<file path="src/rtl/multipath_pkg.sv">
// Shared types and defaults for the multi-channel delay-path scanner.
package multipath_pkg;

  localparam int unsigned NUM_CH_DEF  = 8;
  localparam int unsigned RES_W_DEF   = 32;
  localparam int unsigned TIMEOUT_DEF = 1024;

  typedef enum logic [1:0] {
    IDLE,
    WAIT,
    EMIT,
    DONE
  } state_t;

  // Lowest bit of channel k's slice within the packed result bus.
  function automatic int unsigned chan_lsb(input int unsigned k, input int unsigned res_w);
    return k * res_w;
  endfunction

endpackage

</file>
<file path="src/rtl/multipath_chan_mux.sv">
// Registered NUM_CH:1 mux of result+fin; out-of-range selects read as zero.
module multipath_chan_mux
  import multipath_pkg::*;
#(
  parameter  int unsigned NUM_CH = NUM_CH_DEF,
  parameter  int unsigned RES_W  = RES_W_DEF,
  localparam int unsigned SEL_W  = $clog2(NUM_CH)
) (
  input  logic                    clk,
  input  logic                    rst_n,
  input  logic [NUM_CH*RES_W-1:0] ch_result,
  input  logic [NUM_CH-1:0]       ch_fin,
  input  logic [SEL_W-1:0]        sel,
  input  logic                    en,
  output logic [RES_W-1:0]        sel_result,
  output logic                    sel_fin,
  output logic [RES_W-1:0]        q_result,
  output logic                    q_fin,
  output logic [SEL_W-1:0]        q_sel
);

  always_comb begin
    sel_result = '0;
    sel_fin    = 1'b0;
    for (int unsigned k = 0; k < NUM_CH; k++) begin
      if (32'(sel) == k) begin
        sel_result = ch_result[chan_lsb(k, RES_W) +: RES_W];
        sel_fin    = ch_fin[k];
      end
    end
  end

  // When not tracking, result/sel hold but fin drops so a stale level never reads as valid.
  always_ff @(posedge clk) begin
    if (!rst_n) begin
      q_result <= '0;
      q_fin    <= 1'b0;
      q_sel    <= '0;
    end else if (en) begin
      q_result <= sel_result;
      q_fin    <= sel_fin;
      q_sel    <= sel;
    end else begin
      q_fin    <= 1'b0;
    end
  end

endmodule

</file>
<file path="src/rtl/multipath_scan.sv">
// Manual channel selector / autonomous per-channel scanner with timeout.
// Optional max-hold tracking enabled by MULTIPATH_SCAN_MAXHOLD_EN.
module multipath_scan
  import multipath_pkg::*;
#(
  parameter  int unsigned NUM_CH  = NUM_CH_DEF,
  parameter  int unsigned RES_W   = RES_W_DEF,
  parameter  int unsigned TIMEOUT = TIMEOUT_DEF,
  localparam int unsigned SEL_W   = $clog2(NUM_CH)
) (
  input  logic                    clk250,
  input  logic                    rst_n,
  input  logic [NUM_CH*RES_W-1:0] ch_result,
  input  logic [NUM_CH-1:0]       ch_fin,
  input  logic [SEL_W-1:0]        SW,
  input  logic                    mode,
  input  logic                    start,
  output logic [RES_W-1:0]        result,
  output logic                    fin,
  output logic [SEL_W-1:0]        result_ch,
  output logic                    timeout_err,
  output logic                    busy,
  output logic                    scan_done
`ifdef MULTIPATH_SCAN_MAXHOLD_EN
  ,
  output logic [RES_W-1:0]        max_result,
  output logic [SEL_W-1:0]        max_ch
`endif
);

  localparam int unsigned      CNT_W    = $clog2(TIMEOUT);
  localparam logic [CNT_W-1:0] CNT_LAST = CNT_W'(TIMEOUT - 1);
  localparam logic [SEL_W-1:0] CH_LAST  = SEL_W'(NUM_CH - 1);

  state_t             state, state_d;
  logic [SEL_W-1:0]   ch_idx, ch_idx_d;
  logic [CNT_W-1:0]   cnt, cnt_d;
  logic [RES_W-1:0]   cap_result, cap_result_d;
  logic               scan_fin, scan_fin_d;
  logic [SEL_W-1:0]   scan_ch, scan_ch_d;
  logic               timeout_d, busy_d, done_d;
  logic               view_manual, view_manual_d;

  logic [SEL_W-1:0]   mux_sel;
  logic               mux_en;
  logic [RES_W-1:0]   mux_result, mux_q_result;
  logic               mux_fin, mux_q_fin;
  logic [SEL_W-1:0]   mux_q_sel;

`ifdef MULTIPATH_SCAN_MAXHOLD_EN
  logic [RES_W-1:0]   max_result_d;
  logic [SEL_W-1:0]   max_ch_d;
`endif

  assign mux_sel = (state == IDLE) ? SW : ch_idx;
  assign mux_en  = (state == IDLE) && !mode;

  multipath_chan_mux #(
    .NUM_CH (NUM_CH),
    .RES_W  (RES_W)
  ) u_mux (
    .clk        (clk250),
    .rst_n      (rst_n),
    .ch_result  (ch_result),
    .ch_fin     (ch_fin),
    .sel        (mux_sel),
    .en         (mux_en),
    .sel_result (mux_result),
    .sel_fin    (mux_fin),
    .q_result   (mux_q_result),
    .q_fin      (mux_q_fin),
    .q_sel      (mux_q_sel)
  );

  // Outputs show whichever register set was last updated: manual mux or scan capture.
  assign result    = view_manual ? mux_q_result : cap_result;
  assign fin       = view_manual ? mux_q_fin    : scan_fin;
  assign result_ch = view_manual ? mux_q_sel    : scan_ch;

  always_comb begin
    state_d       = state;
    ch_idx_d      = ch_idx;
    cnt_d         = cnt;
    cap_result_d  = cap_result;
    scan_fin_d    = 1'b0;
    scan_ch_d     = scan_ch;
    timeout_d     = 1'b0;
    busy_d        = busy;
    done_d        = 1'b0;
    view_manual_d = view_manual;
`ifdef MULTIPATH_SCAN_MAXHOLD_EN
    max_result_d  = max_result;
    max_ch_d      = max_ch;
`endif
    case (state)
      IDLE: begin
        if (!mode) begin
          view_manual_d = 1'b1;
        end else if (start) begin
          state_d       = WAIT;
          ch_idx_d      = '0;
          cnt_d         = '0;
          busy_d        = 1'b1;
          view_manual_d = 1'b0;
`ifdef MULTIPATH_SCAN_MAXHOLD_EN
          max_result_d  = '0;
          max_ch_d      = '0;
`endif
        end
      end
      WAIT: begin
        if (mux_fin) begin
          cap_result_d = mux_result;
          scan_fin_d   = 1'b1;
          scan_ch_d    = ch_idx;
          state_d      = EMIT;
        end else if (cnt == CNT_LAST) begin
          cap_result_d = '0;
          scan_fin_d   = 1'b1;
          scan_ch_d    = ch_idx;
          timeout_d    = 1'b1;
          state_d      = EMIT;
        end else begin
          cnt_d = cnt + 1'b1;
        end
      end
      EMIT: begin
`ifdef MULTIPATH_SCAN_MAXHOLD_EN
        if (!timeout_err && (cap_result > max_result)) begin
          max_result_d = cap_result;
          max_ch_d     = ch_idx;
        end
`endif
        if (ch_idx == CH_LAST) begin
          state_d = DONE;
          done_d  = 1'b1;
        end else begin
          ch_idx_d = ch_idx + 1'b1;
          cnt_d    = '0;
          state_d  = WAIT;
        end
      end
      DONE: begin
        busy_d  = 1'b0;
        state_d = IDLE;
      end
      default: state_d = IDLE;
    endcase
  end

  always_ff @(posedge clk250) begin
    if (!rst_n) begin
      state       <= IDLE;
      ch_idx      <= '0;
      cnt         <= '0;
      cap_result  <= '0;
      scan_fin    <= 1'b0;
      scan_ch     <= '0;
      timeout_err <= 1'b0;
      busy        <= 1'b0;
      scan_done   <= 1'b0;
      view_manual <= 1'b0;
`ifdef MULTIPATH_SCAN_MAXHOLD_EN
      max_result  <= '0;
      max_ch      <= '0;
`endif
    end else begin
      state       <= state_d;
      ch_idx      <= ch_idx_d;
      cnt         <= cnt_d;
      cap_result  <= cap_result_d;
      scan_fin    <= scan_fin_d;
      scan_ch     <= scan_ch_d;
      timeout_err <= timeout_d;
      busy        <= busy_d;
      scan_done   <= done_d;
      view_manual <= view_manual_d;
`ifdef MULTIPATH_SCAN_MAXHOLD_EN
      max_result  <= max_result_d;
      max_ch      <= max_ch_d;
`endif
    end
  end

endmodule

</file>
<file path="config.mk">
export PLATFORM = sky130hd
export DESIGN_NAME = multipath_scan
export DESIGN_NICKNAME = d
export VERILOG_FILES = /design/src/rtl/multipath_pkg.sv /design/src/rtl/multipath_chan_mux.sv /design/src/rtl/multipath_scan.sv
export SDC_FILE = /design/constraint.sdc
export NUM_CORES = 1
export LEC_CHECK = 0
export ABC_AREA = 1
export CAP_MARGIN = 20
export CORE_MARGIN = 2
export CORE_UTILIZATION = 25
export DETAILED_ROUTE_END_ITERATION = 10
export HOLD_SLACK_MARGIN = 0.05
export PLACE_DENSITY_LB_ADDON = 0.3
export SETUP_SLACK_MARGIN = 0.1
export SLEW_MARGIN = 20
export SYNTH_ARGS = -nofsm -noshare
export SYNTH_HDL_FRONTEND = slang
export SYNTH_SLANG_ARGS = --single-unit
</file>
<file path="constraint.sdc">
create_clock -name clk250 -period 2.52 [get_ports clk250]
set_input_delay 0.504 -clock clk250 [delete_from_list [all_inputs] [get_ports clk250]]
set_output_delay 0.504 -clock clk250 [all_outputs]
set_load 0.1 [all_outputs]
</file>
==> results of run 1 <==
through the flow:
step / setup TNS (ns) / hold slack [ns] / instance area, um2
final: 0 / 0.4594 / 10610
after global routing: 0 / 0.4727 / 10610
after CTS: 0 / 0.4609 / 10410
after detailed placement: -11.27 / 0.4512 / 10080
after global placement: -9.947 / 0.4446 / 10080
after floorplan: -7.707 / 0.4365 / 5916
how the worst min path moves through the flow:
stage | cells past startpoint | start | to
final | 2 | cap_result[9] | cap_result[9]
after global routing | 2 | cap_result[11] | cap_result[11]
after CTS | 2 | cap_result[1] | cap_result[1]
after detailed placement | 2 | cap_result[1] | cap_result[1]
after global placement | 2 | scan_ch[2] | scan_ch[2]
after floorplan | 2 | cap_result[29] | cap_result[29]
cell families (layout without fill, tap and decap cells):
logic type	after synthesis	count (layout)	synth area share
muxes	9	9	0.01723
DFF	91	91	0.3097
xor gates and xnor gates	1	1	0.001489
buffers and inverters	174	518	0.1200
and+or+nand+nor	493	493	0.3618
AOI/OAI and AO/OA	206	206	0.1834
adders and majority gates	3	3	0.006382
cell usage in the layout, fill, tap and decap left out, types with 37 or more instances in the layout:
cell type and instances:
dfxtp_1 88, o21ai_0 62, inv_1 109, clkdlybuf4s50_1 270, nand4_1 37, a21oi_1 98, nand2_1 298, buf_4 65
nand3_1 43, buf_12 41, nor2_1 75
cell type report:
type	instances	area [um2]	area share
Timing Repair Buffer	385	4140	0.3902
Clock inverter	7	98.84	0.009316
Inverter	117	441.7	0.04163
Sequential cell	91	1828	0.1723
Tap cell	319	399.1	0.03762
Clock buffer	9	225.2	0.02123
Multi-Input combinational cell	712	3477	0.3277
report_power, final:
group          switching, mW  internal (mW)  leakage (nW)  total (mW)
logic                   5.41           3.30          3.58        8.71
clock network          0.594          0.876         0.156        1.47
registers              0.239           1.88         0.747        2.12
timing repair:
item	CTS	global route
pin swaps	0	19
buffers inserted	0	5
setup endpoints to repair	14	71
gates cloned	0	3
resized for setup	1	38
sequential cells by signal, summed over array words and instances, names as in the netlist, 2 cells and up:
name / flops
state: 2
u_mux.q_result: 32
cap_result: 32
ch_idx: 3
scan_ch: 3
u_mux.q_sel: 3
cnt: 10
routing by layer:
| metal | share of wire | wire (um) | GRT usage | vias up |
|---|---|---|---|---|
| met5 | 0 | 0 | 0 | - |
| met4 | 0.028 | 789 | 0.06667 | 0 |
| met3 | 0.071 | 1978 | 0.05066 | 50 |
| met2 | 0.48 | 13430 | 0.3899 | 256 |
| met1 | 0.42 | 11500 | 0.2577 | 3365 |
| li1 | - | - | - | 3850 |
critical path, delay by kind of cell:
kind                   cells  cell delay [ns]
and+or+nand+nor            4             0.55
AOI/OAI and AO/OA          2             0.44
buffers and inverters      7             1.12
==> results.yml, run 1 <==
run_status:
  status: "complete, no violations"
critical_path:
  worst-r2r-cell-count: 11
  path_max_fanout: 7
  cp.required_ns: 2.76
  end_kind: "register"
  slowest_stage: "clkdlybuf4s50_1"
  crit_end: "u_mux.q_result[25]"
  slowest_delay_ns: 0.46
  path_class: "input port to register"
  r2r-start: "state[1]"
  crit_arrival_ns: 2.61
  startpoint_type: "input port"
  r2r_end: "u_mux.q_result[25]"
  path_cells: "clkdlybuf4s50_1 > inv_1 > nand2_2 > nand2_4 > buf_6 > nor3_4 > inv_2 > buf_4 > buf_4 > o22ai_1 > nand4_1 > o21ai_0 > inv_1"
  reg2reg_setup_slack_ns: 0.21
  crit_start: "SW[2]"
timing:
  max_freq_mhz: 421.9
  hold_viol: 0
  setup_ws_ns: 0.1497
  drv_slew: 0
  skew_ns: 0.009853
  finalCritPeriodShare: 0.9406
  period_needed_ns: 2.370
  worst_slew_pin_slew_ns: 0.5827
  rsz0062_at_grt: "yes"
  slew_headroom: 0.6110
  setup_viol: 0
detailed_routing:
  via_per_inst: 4.586
  wl_um: 27700
  ant_nets: 0
  firstDrtPassIters: 5
  drc: 0
  drt_iter0_drc: 479
  wl_per_cell_um: 16.89
  vias: 7521
place:
  post-place-ws_ns: -0.2317
  dp_hpwl_um: 21760
  numPortBuffers: 309
  place_congestion: 0.9406
  dp.cells: 1616
synthesis:
  synthTopCellsByCount: "nand2_1 (304), inv_1 (110), a21oi_1 (109)"
  syn_inst: 977
  synth.area.top_cells: "dfxtp_1 (31%), nand2_1 (19%), a21oi_1 (9.3%)"
  syn_avg_cell_area_um2: 6.020
  yosys_warnings: 0
  async_flop_share: 0
  yosysMostFrequentCell: "nand2_1"
  yosys.area.top_type_share: 0.3097
  synth_nets: 1251
  syn_area_mm2: 0.005882
  synth_seq_area_share: 0.3097
  synthFlopType: "dfxtp_1"
  synth_cell_types: 34
  synth_enable_flop_cells: 0
  synth_seq_cells: 91
  yosys.area.top_type: "dfxtp_1"
pwr:
  ir_drop_uv: 606.8
  finalPower_mw: 12.30
  power.leakage_nw: 4.479
  p_per_area_mw_per_mm2: 1159
grt:
  grt_usage: 0.2181
  grt_pass1_wl_um: 41090
  grt_pass1_vias: 7258
  grt-ovfl-total: 0
  grt_max_degree: 55
  antenna_found_initial: 0
finish:
  layout.nets: 1590
  diodes: 0
  stdcell_count: 1640
  fin_util: 0.4561
  nFillCells: 2378
  area_delta_synth_final_pct: 80.39
  drive_above_1_share: 0.1416
clock_tree:
  cts-htree-levels: 3
  clockRootBuffer: "clkbuf_16"
  path_clk_slew_ns: 0.07
  clockBufferDepth: 2
  cts_buffers: 9
  clock_latency_ns: 0.35
  cts.sinks: 91
  cts_tree: "built"
  holdBufCountCts: 0
floorplanning:
  initial_utilization: 0.2529
  std_cell_rows: 56
  io_pins: 310
  die_h_um: 157.4
  core_area_mm2: 0.02326
  dieWidth_um: 157.4
  die_area_mm2: 0.02477
flow_run:
  drv_cap: 0
min_path:
  min_path_type: "register to register"
(Power assumes the default switching activity.)
==> run 2: changes to the inputs <==
CORE_UTILIZATION = 40   (was 25)
==> run 2 against run 1 <==
  * Non-clock buffer count shrank 16
  * Final cell count shrank 9.1%
  * Register-to-register slack lost 0.07 ns
  * Maximum frequency shrank 1.6%
==> results.yml, run 2 (same netlist as run 1, synthesis figures left out) <==
pwr:
  power.share.clock: 0.115
  combPwrFrac: 0.710
  power.net_switching_mw: 6.194
  finalPower_mw: 12.24
  seq_power_share: 0.174
  power.leakage_nw: 4.465
  ir_drop_uv: 943.0
  p_int_mw: 6.049
  netSwitchingFraction: 0.5059
  p_per_area_mw_per_mm2: 1168
place:
  post-place-ws_ns: -0.1779
  dp_hpwl_um: 21450
  placed_area_mm2: 0.009970
  place_congestion: 0.9786
  numPortBuffers: 309
min_path:
  min_path_type: "register to register"
detailed_routing:
  drc: 0
  wl_um: 27710
  drt_iter0_drc: 606
  vias: 7821
  wl_per_cell_um: 18.60
  via_per_inst: 5.249
  ant_nets: 0
  firstDrtPassIters: 5
timing:
  finalCritPeriodShare: 0.9563
  hold_viol: 0
  drv_slew: 0
  setup_ws_ns: 0.1101
  setup_viol: 0
  max_freq_mhz: 415.0
  period_needed_ns: 2.410
  slew_headroom: 0.5922
  skew_ns: 0.004020
  rsz0062_at_grt: "yes"
  hold_ws_ns: 0.4582
  worst_slew_pin_slew_ns: 0.6117
  fin_tns_setup_ns: 0
finish:
  top_regs: "cap_result (32), u_mux.q_result (32), cnt (10)"
  area_delta_synth_final_pct: 78.26
  drive_above_1_share: 0.1295
  stdcell_area_mm2: 0.01049
  final_cell_mix: "nand2_1 (298), clkdlybuf4s50_1 (269), inv_1 (110)"
  layout_commonest_cell: "nand2_1"
  layout.nets: 1574
  nFillCells: 1189
grt:
  grt_max_degree: 62
  grt_pass1_vias: 7453
  grt-ovfl-total: 0
  antenna_found_initial: 1
  grt_pass1_wl_um: 40500
  grt_usage: 0.3304
run_status:
  status: "complete, no violations"
floorplanning:
  dieWidth_um: 125.3
  core_area_mm2: 0.01442
  std_cell_rows: 44
  die_area_mm2: 0.01569
  die_h_um: 125.3
  initial_utilization: 0.4078
  io_pins: 310
clock_tree:
  clockRootBuffer: "clkbuf_16"
  clock_latency_ns: 0.35
  cts_tree: "built"
  holdBufCountCts: 0
  path_clk_slew_ns: 0.06
  clockBufferDepth: 2
  cts-htree-levels: 3
  cts.sinks: 91
  cts_buffers: 9
critical_path:
  path_max_fanout: 6
  startpoint_type: "input port"
  path_class: "input port to register"
  cp.required_ns: 2.79
  end_kind: "register"
  crit_arrival_ns: 2.68
flow_run:
  drv_cap: 0
-- run 2: final timing paths --
path               endpoint  slack [ns]            from  cells past startpoint
max           cap_result[2]        0.11           SW[1]                     15
min          cap_result[31]        0.46  cap_result[31]                      2
max reg2reg   cap_result[9]        0.14        state[0]                     15
min reg2reg  cap_result[31]        0.46  cap_result[31]                      2
-- run 2: area by class of cell --
class / instances / area [um2] / share of cell area
Multi-Input combinational cell: 712 / 3465 / 0.3304
Antenna cell: 1 / 2.502 / 0.0002387
Timing Repair Buffer: 369 / 4207 / 0.4012
Inverter: 117 / 441.7 / 0.04212
Clock buffer: 12 / 266.5 / 0.02542
Sequential cell: 91 / 1826 / 0.1741
Tap cell: 184 / 230.2 / 0.02196
Clock inverter: 4 / 47.55 / 0.004535
-- run 2: power groups by stage --
stage,combinational [mW],sequential (mW),clock (mW)
after global placement,8.21,2.12,0
final,8.70,2.13,1.41
after detailed placement,8.30,2.14,0
after global routing,9.22,2.18,1.49
after floorplan,4.91,2.09,0
after CTS,8.34,2.12,1.41
-- run 2: per-layer routing --
| metal | vias to the layer above | routed length, um | GRT usage |
|---|---|---|---|
| met5 | - | 0 | 0 |
| met4 | 0 | 1242 | 0.1281 |
| met3 | 69 | 2044 | 0.06461 |
| met2 | 376 | 13740 | 0.5959 |
| met1 | 3560 | 10680 | 0.3851 |
| li1 | 3816 | - | - |
-- run 2: what timing repair did --
action,in CTS,in global routing
setup buffers,0,2
endpoints found under the setup margin,0,68
resized for setup,0,23
-- run 2: critical path, stage by stage --
cell and delay, ns:
clkdlybuf4s50_1 0.48, inv_1 0.06, nand2_2 0.09, o21ai_4 0.09
buf_12 0.15, nand4_1 0.07, nand3_1 0.10, nor2_1 0.13
nand4_1 0.23, nand2_2 0.16, nand2_2 0.10, nand2_8 0.15
clkbuf_16 0.16, nand2_1 0.06, a21oi_1 0.14
-- run 2: through the flow --
step,utilization,std cells
floorplan,-,977
global placement,0.6912,1467
detailed placement,0.6912,1467
CTS,0.7130,1483
global route,0.7269,1490
finish,0.7269,1490
